===== config.mk =====
export PLATFORM = sky130hd
export DESIGN_NAME = icache_ctrl
export DESIGN_NICKNAME = d
export VERILOG_FILES = /design/src/rtl/icache_ctrl.sv
export SDC_FILE = /design/constraint.sdc
export NUM_CORES = 2
export LEC_CHECK = 0
export ABC_AREA = 0
export BUFFER_PORTS_ARGS = -buffer_cell sky130_fd_sc_hd__buf_4
export CAP_MARGIN = 20
export CORE_UTILIZATION = 55
export CTS_BUF_LIST = sky130_fd_sc_hd__clkbuf_4 sky130_fd_sc_hd__clkbuf_8
export DETAILED_ROUTE_END_ITERATION = 8
export PLACE_DENSITY = 0.71
export SYNTH_ARGS = -nofsm -noshare
export SYNTH_HDL_FRONTEND = slang
export SYNTH_SLANG_ARGS = --single-unit
export TNS_END_PERCENT = 5

===== constraint.sdc =====
create_clock -name clk -period 7.7 [get_ports clk]
set_input_delay 1.54 -clock clk [delete_from_list [all_inputs] [get_ports clk]]
set_output_delay 1.54 -clock clk [all_outputs]
set_load 0.05 [all_outputs]

===== src/rtl/icache_ctrl.sv =====
// rtl/icache_ctrl.sv - direct-mapped 16x4-word instruction cache controller
// Hits return one cycle later; misses refill the whole line in word order.
module icache_ctrl (
  input  logic        clk,
  input  logic        rst_n,
  input  logic        if_req_i,
  input  logic [31:0] if_pc_i,
  input  logic        fc_flush_icache_i,
  input  logic        fc_invalidate_i,
  output logic        Icache_ready_o,
  output logic [31:0] Icache_inst_o,
  output logic        Icache_busy_o,
  output logic        Icache_mem_req_o,
  output logic [31:0] Icache_mem_addr_o,
  input  logic        mem_Icache_ack_i,
  input  logic [31:0] mem_Icache_rdata_i
);

  localparam int LINES = 16;
  localparam int WORDS = 4;

  typedef enum logic {S_IDLE, S_REFILL} state_e;

  state_e            state_q;
  logic [LINES-1:0]  valid_q;
  logic [23:0]       tag_q  [LINES];
  logic [31:0]       data_q [LINES][WORDS];

  logic [23:0]       rtag_q;
  logic [3:0]        ridx_q;
  logic [1:0]        roff_q;
  logic [1:0]        cnt_q;
  logic              drop_q;
  logic              inv_pend_q;
  logic              ready_q;
  logic [31:0]       inst_q;
  logic              mem_req_q;
  logic [31:0]       mem_addr_q;

  logic [23:0]       req_tag;
  logic [3:0]        req_idx;
  logic [1:0]        req_off;
  logic [1:0]        cnt_nxt;
  logic              hit;
  logic              fill_ack;
  logic              unused_pc_lsb;

  assign req_tag       = if_pc_i[31:8];
  assign req_idx       = if_pc_i[7:4];
  assign req_off       = if_pc_i[3:2];
  assign unused_pc_lsb = ^if_pc_i[1:0];
  assign cnt_nxt       = cnt_q + 2'd1;
  assign fill_ack      = (state_q == S_REFILL) && mem_Icache_ack_i;
  assign hit           = (state_q == S_IDLE) && if_req_i && valid_q[req_idx] &&
                         (tag_q[req_idx] == req_tag) && !fc_invalidate_i;

  always_ff @(posedge clk or negedge rst_n) begin
    if (!rst_n) begin
      state_q    <= S_IDLE;
      valid_q    <= '0;
      rtag_q     <= '0;
      ridx_q     <= '0;
      roff_q     <= '0;
      cnt_q      <= '0;
      drop_q     <= 1'b0;
      inv_pend_q <= 1'b0;
      ready_q    <= 1'b0;
      inst_q     <= '0;
      mem_req_q  <= 1'b0;
      mem_addr_q <= '0;
    end else begin
      ready_q <= 1'b0;
      case (state_q)
        S_IDLE: begin
          if (fc_invalidate_i) valid_q <= '0;
          if (if_req_i && !fc_flush_icache_i) begin
            if (hit) begin
              ready_q <= 1'b1;
              inst_q  <= data_q[req_idx][req_off];
            end else begin
              // The line is being overwritten, so it must not look valid meanwhile.
              valid_q[req_idx] <= 1'b0;
              state_q          <= S_REFILL;
              rtag_q           <= req_tag;
              ridx_q           <= req_idx;
              roff_q           <= req_off;
              cnt_q            <= 2'd0;
              mem_req_q        <= 1'b1;
              mem_addr_q       <= {req_tag, req_idx, 4'b0000};
            end
          end
        end
        S_REFILL: begin
          if (fc_flush_icache_i) drop_q <= 1'b1;
          if (fc_invalidate_i)   inv_pend_q <= 1'b1;
          if (mem_Icache_ack_i) begin
            cnt_q <= cnt_nxt;
            if (cnt_q == 2'd3) begin
              state_q    <= S_IDLE;
              mem_req_q  <= 1'b0;
              drop_q     <= 1'b0;
              inv_pend_q <= 1'b0;
              if (inv_pend_q || fc_invalidate_i) valid_q <= '0;
              else valid_q[ridx_q] <= 1'b1;
              if (!(drop_q || fc_flush_icache_i)) begin
                ready_q <= 1'b1;
                // Word 3 is still in flight to the array this cycle.
                inst_q  <= (roff_q == 2'd3) ? mem_Icache_rdata_i : data_q[ridx_q][roff_q];
              end
            end else begin
              mem_addr_q <= {rtag_q, ridx_q, cnt_nxt, 2'b00};
            end
          end
        end
        default: state_q <= S_IDLE;
      endcase
    end
  end

  always_ff @(posedge clk) begin
    if (fill_ack) begin
      data_q[ridx_q][cnt_q] <= mem_Icache_rdata_i;
      if (cnt_q == 2'd3) tag_q[ridx_q] <= rtag_q;
    end
  end

  assign Icache_ready_o    = ready_q;
  assign Icache_inst_o     = inst_q;
  assign Icache_busy_o     = (state_q == S_REFILL);
  assign Icache_mem_req_o  = mem_req_q;
  assign Icache_mem_addr_o = mem_addr_q;

endmodule


==> out/metrics.csv <==
metric,value,unit
antenna-violating nets left,0,
Setup-failing EPs final,0,
length of the first detailed-routing pass in iterations,6,
antenna violations before repair,15,
number of synthesized register bits,2547,
Crit path arrival time,6.08,ns
fmax,195,MHz
hpwl dp,172000,um
TNS Setup,0,ns
critical path launch point type,input port,
PortBufs,132,
Hold WS,0.477,ns
TritonCTS clock tree,built,
total of max-cap violations,0,
Final Max Tran Viols,0,
clock latency on the worst-skew pair,1.12,ns
die height,452,um
DRC,0,
Synth cell types,75,
largest net degree at the start of global routing,133,
HP Class,in2async,
IO Pins,137,
number of global-route vias before repair,61300,
relative slew slack,19.5,%
number of synthesized flops with an enable pin,2432,
flip-flop and latch area,75900,um^2
first-pass GRT wire length,450000,um
Vias,60700,
root buf cell,clkbuf_8,
ratio of cells with drive above 1 in the final layout,37.0,%
VDD IR max,0.277,mV
initial drt markers,9066,
Clock Sinks,2547,
dpl cell area,116000,um^2
area delta synth->final,11.2,%
setup bufs post-CTS,0,
crit path kind,in2reg,
Worst R2R Path Depth,5,
Initial Utilization,55.5,%
routability cong.,0.867,
die area,204000,um^2
Leak,39.8,nW
Tcrit/Tclk final,66.7,%
Syn Std Cell Area,111000,um^2
Core Rows,164,
actual slew at the worst max-slew pin,1.21,ns
post-layout util,61.7,%
CP Capture Type,flip-flop,
Syn Inst Count,5329,
wire per inst,36.8,um
Final min period,5.14,ns
Critical Path RT,8.65,ns
CP max FO,43,
pwr/cell area,301,nW/um^2
Mean Syn Cell Area,20.9,um^2
final wirelength,318000,um
die outline width,452,um
"Hold Vio Cnt, Final",0,
grt ovf,0,
Clock Skews,0.0869,ns
"Seq/Total Area, Yosys",68.2,%
Overall Power,37.3,mW
cts bufs inserted,416,
CTS Buffer Depth,4,
status,completed,
CORE AREA,200000,um^2
RSZ-0062 raised after global routing,false,
# fillers,13800,
Final Net Count,5744,
cts hold-fix bufs,0,
multi-input combinational cell area,33900,um^2
Final Instance Area,124000,um^2
Synth Warn #,0,
H-tree levels,5,
ys async rst share,4.52,%
post-CTS sizing,0,
Via density,7.02,
ys flop type,edfxtp_1,
Global Route Usage Sum,31.4,%
Clock transition at path regs,0.06,ns
==> cells in the mapped netlist (all sizes together) (7+ instances only) <==
cell | number | area (um^2)
edfxtp | 2432 | 73000
mux4 | 1029 | 23200
mux2i | 327 | 3270
buf | 244 | 1360
mux2 | 159 | 1880
clkbuf | 137 | 514
o21ai | 132 | 664
nor2 | 119 | 449
dfrtp | 115 | 2880
nand2 | 104 | 390
a21oi | 64 | 320
o22ai | 63 | 394
a22oi | 40 | 300
o221ai | 33 | 289
inv | 27 | 101
nor2b | 26 | 163
nand3 | 25 | 125
nor3 | 25 | 125
a211oi | 22 | 165
a221oi | 21 | 184
a22o | 16 | 140
xnor2 | 14 | 123
xor2 | 14 | 123
a31oi | 13 | 81.3
nand2b | 13 | 81.3
o31ai | 10 | 75.1
o211ai | 9 | 67.6
a2111oi | 8 | 76.3
nand4 | 8 | 50.1
o311ai | 7 | 61.3
==> area by class of cell <==
cell class | count | share of cell area [%]
Sequential cell | 2547 | 61.3
Multi-Input combinational cell | 2374 | 27.4
Clock buffer | 572 | 5.68
Tap cell | 2656 | 2.68
Timing Repair Buffer | 303 | 2.11
Clock inverter | 158 | 0.670
Inverter | 28 | 0.0849
Antenna cell | 6 | 0.0121
==> report_power, final <==
part | internal, mW | total [mW] | switching (mW)
Clock | 6.06 | 11.3 | 5.27
Combinational | 4.00 | 9.10 | 5.10
Sequential | 16.0 | 16.8 | 0.805
Total | 26.1 | 37.3 | 11.2
==> layout by cell type, fill, tap and decap left out, types with 33 or more instances in the layout <==
cell type / count
mux2i_1: 327
nand2_1: 101
mux4_2: 1029
a21oi_1: 64
buf_4: 271
clkinv_1: 104
nor2_1: 53
clkinv_2: 42
o221ai_1: 33
o22ai_1: 63
o21ai_0: 131
dfrtp_1: 108
clkbuf_4: 138
mux2_2: 133
nor2_4: 66
edfxtp_1: 2432
clkbuf_8: 438
a22oi_1: 40
==> final timing paths <==
kind / startpoint / endpoint / slack (ns)
setup reg to reg: ridx_q[0] / data_q[13][78] / 3.16
setup / recovery: if_pc_i[5] / rtag_q[21] / 2.56
hold / removal: rst_n / Icache_mem_addr_o[14] / 0.48
min in group clk: Icache_inst_o[5] / Icache_inst_o[5] / 0.51
max in group asynchronous: rst_n / Icache_mem_addr_o[6] / 5.40
hold reg to reg: Icache_inst_o[5] / Icache_inst_o[5] / 0.51
==> logic make-up (layout without fill, tap and decap cells) <==
kind of cell / after synthesis / count (layout) / share of synthesized area (%)
DFF: 2547 / 2547 / 68.2
muxes: 1515 / 1515 / 25.5
AOI/OAI and AO/OA: 467 / 467 / 2.76
buffers and inverters: 409 / 1061 / 1.77
and+or+nand+nor: 358 / 358 / 1.52
xor gates and xnor gates: 28 / 28 / 0.220
adders and majority gates: 4 / 4 / 0.0450
other: 1 / 8 / 0.00337
==> layer usage <==
metal,vias to the layer above,part of all wire (%),wire length (um),global-route usage (%)
met1,32100,36,116000,43.3
met2,4244,47,150000,48.5
met4,10,4.0,12800,12.4
li1,23700,-,-,-
met3,698,12,39700,8.09
met5,-,0.019,60,0
==> metrics by stage <==
| stage | cells | setup slack (ns) |
|---|---|---|
| 3_5_place_dp | 7903 | 1.51 |
| 4_1_cts | 8633 | 2.67 |
| 3_3_place_gp | 7896 | 1.55 |
| 5_1_grt | 8644 | 2.51 |
| 6_report | 8644 | 2.56 |
| 2_1_floorplan | 5330 | 2.36 |
==> worst max-delay path, stage by stage <==
cell      delay (ns)
buf_8           0.38
buf_4           0.66
mux4_2          0.40
mux2i_1         0.22
xor2_1          0.31
nand4_1         0.14
o21ai_0         0.24
nand4b_1        0.38
nor4_4          0.87
nor3b_4         0.05
buf_4           0.39
mux2_4          0.38
==> state kept, by name, summed over array words and instances (netlist names), 2 cells and up <==
signal,count
Icache_inst_o,32
Icache_mem_addr_o,30
cnt_q,2
data_q,2048
ridx_q,4
roff_q,2
rtag_q,24
tag_q,384
valid_q,16
No activity file was read; power rests on OpenSTA's default activity.
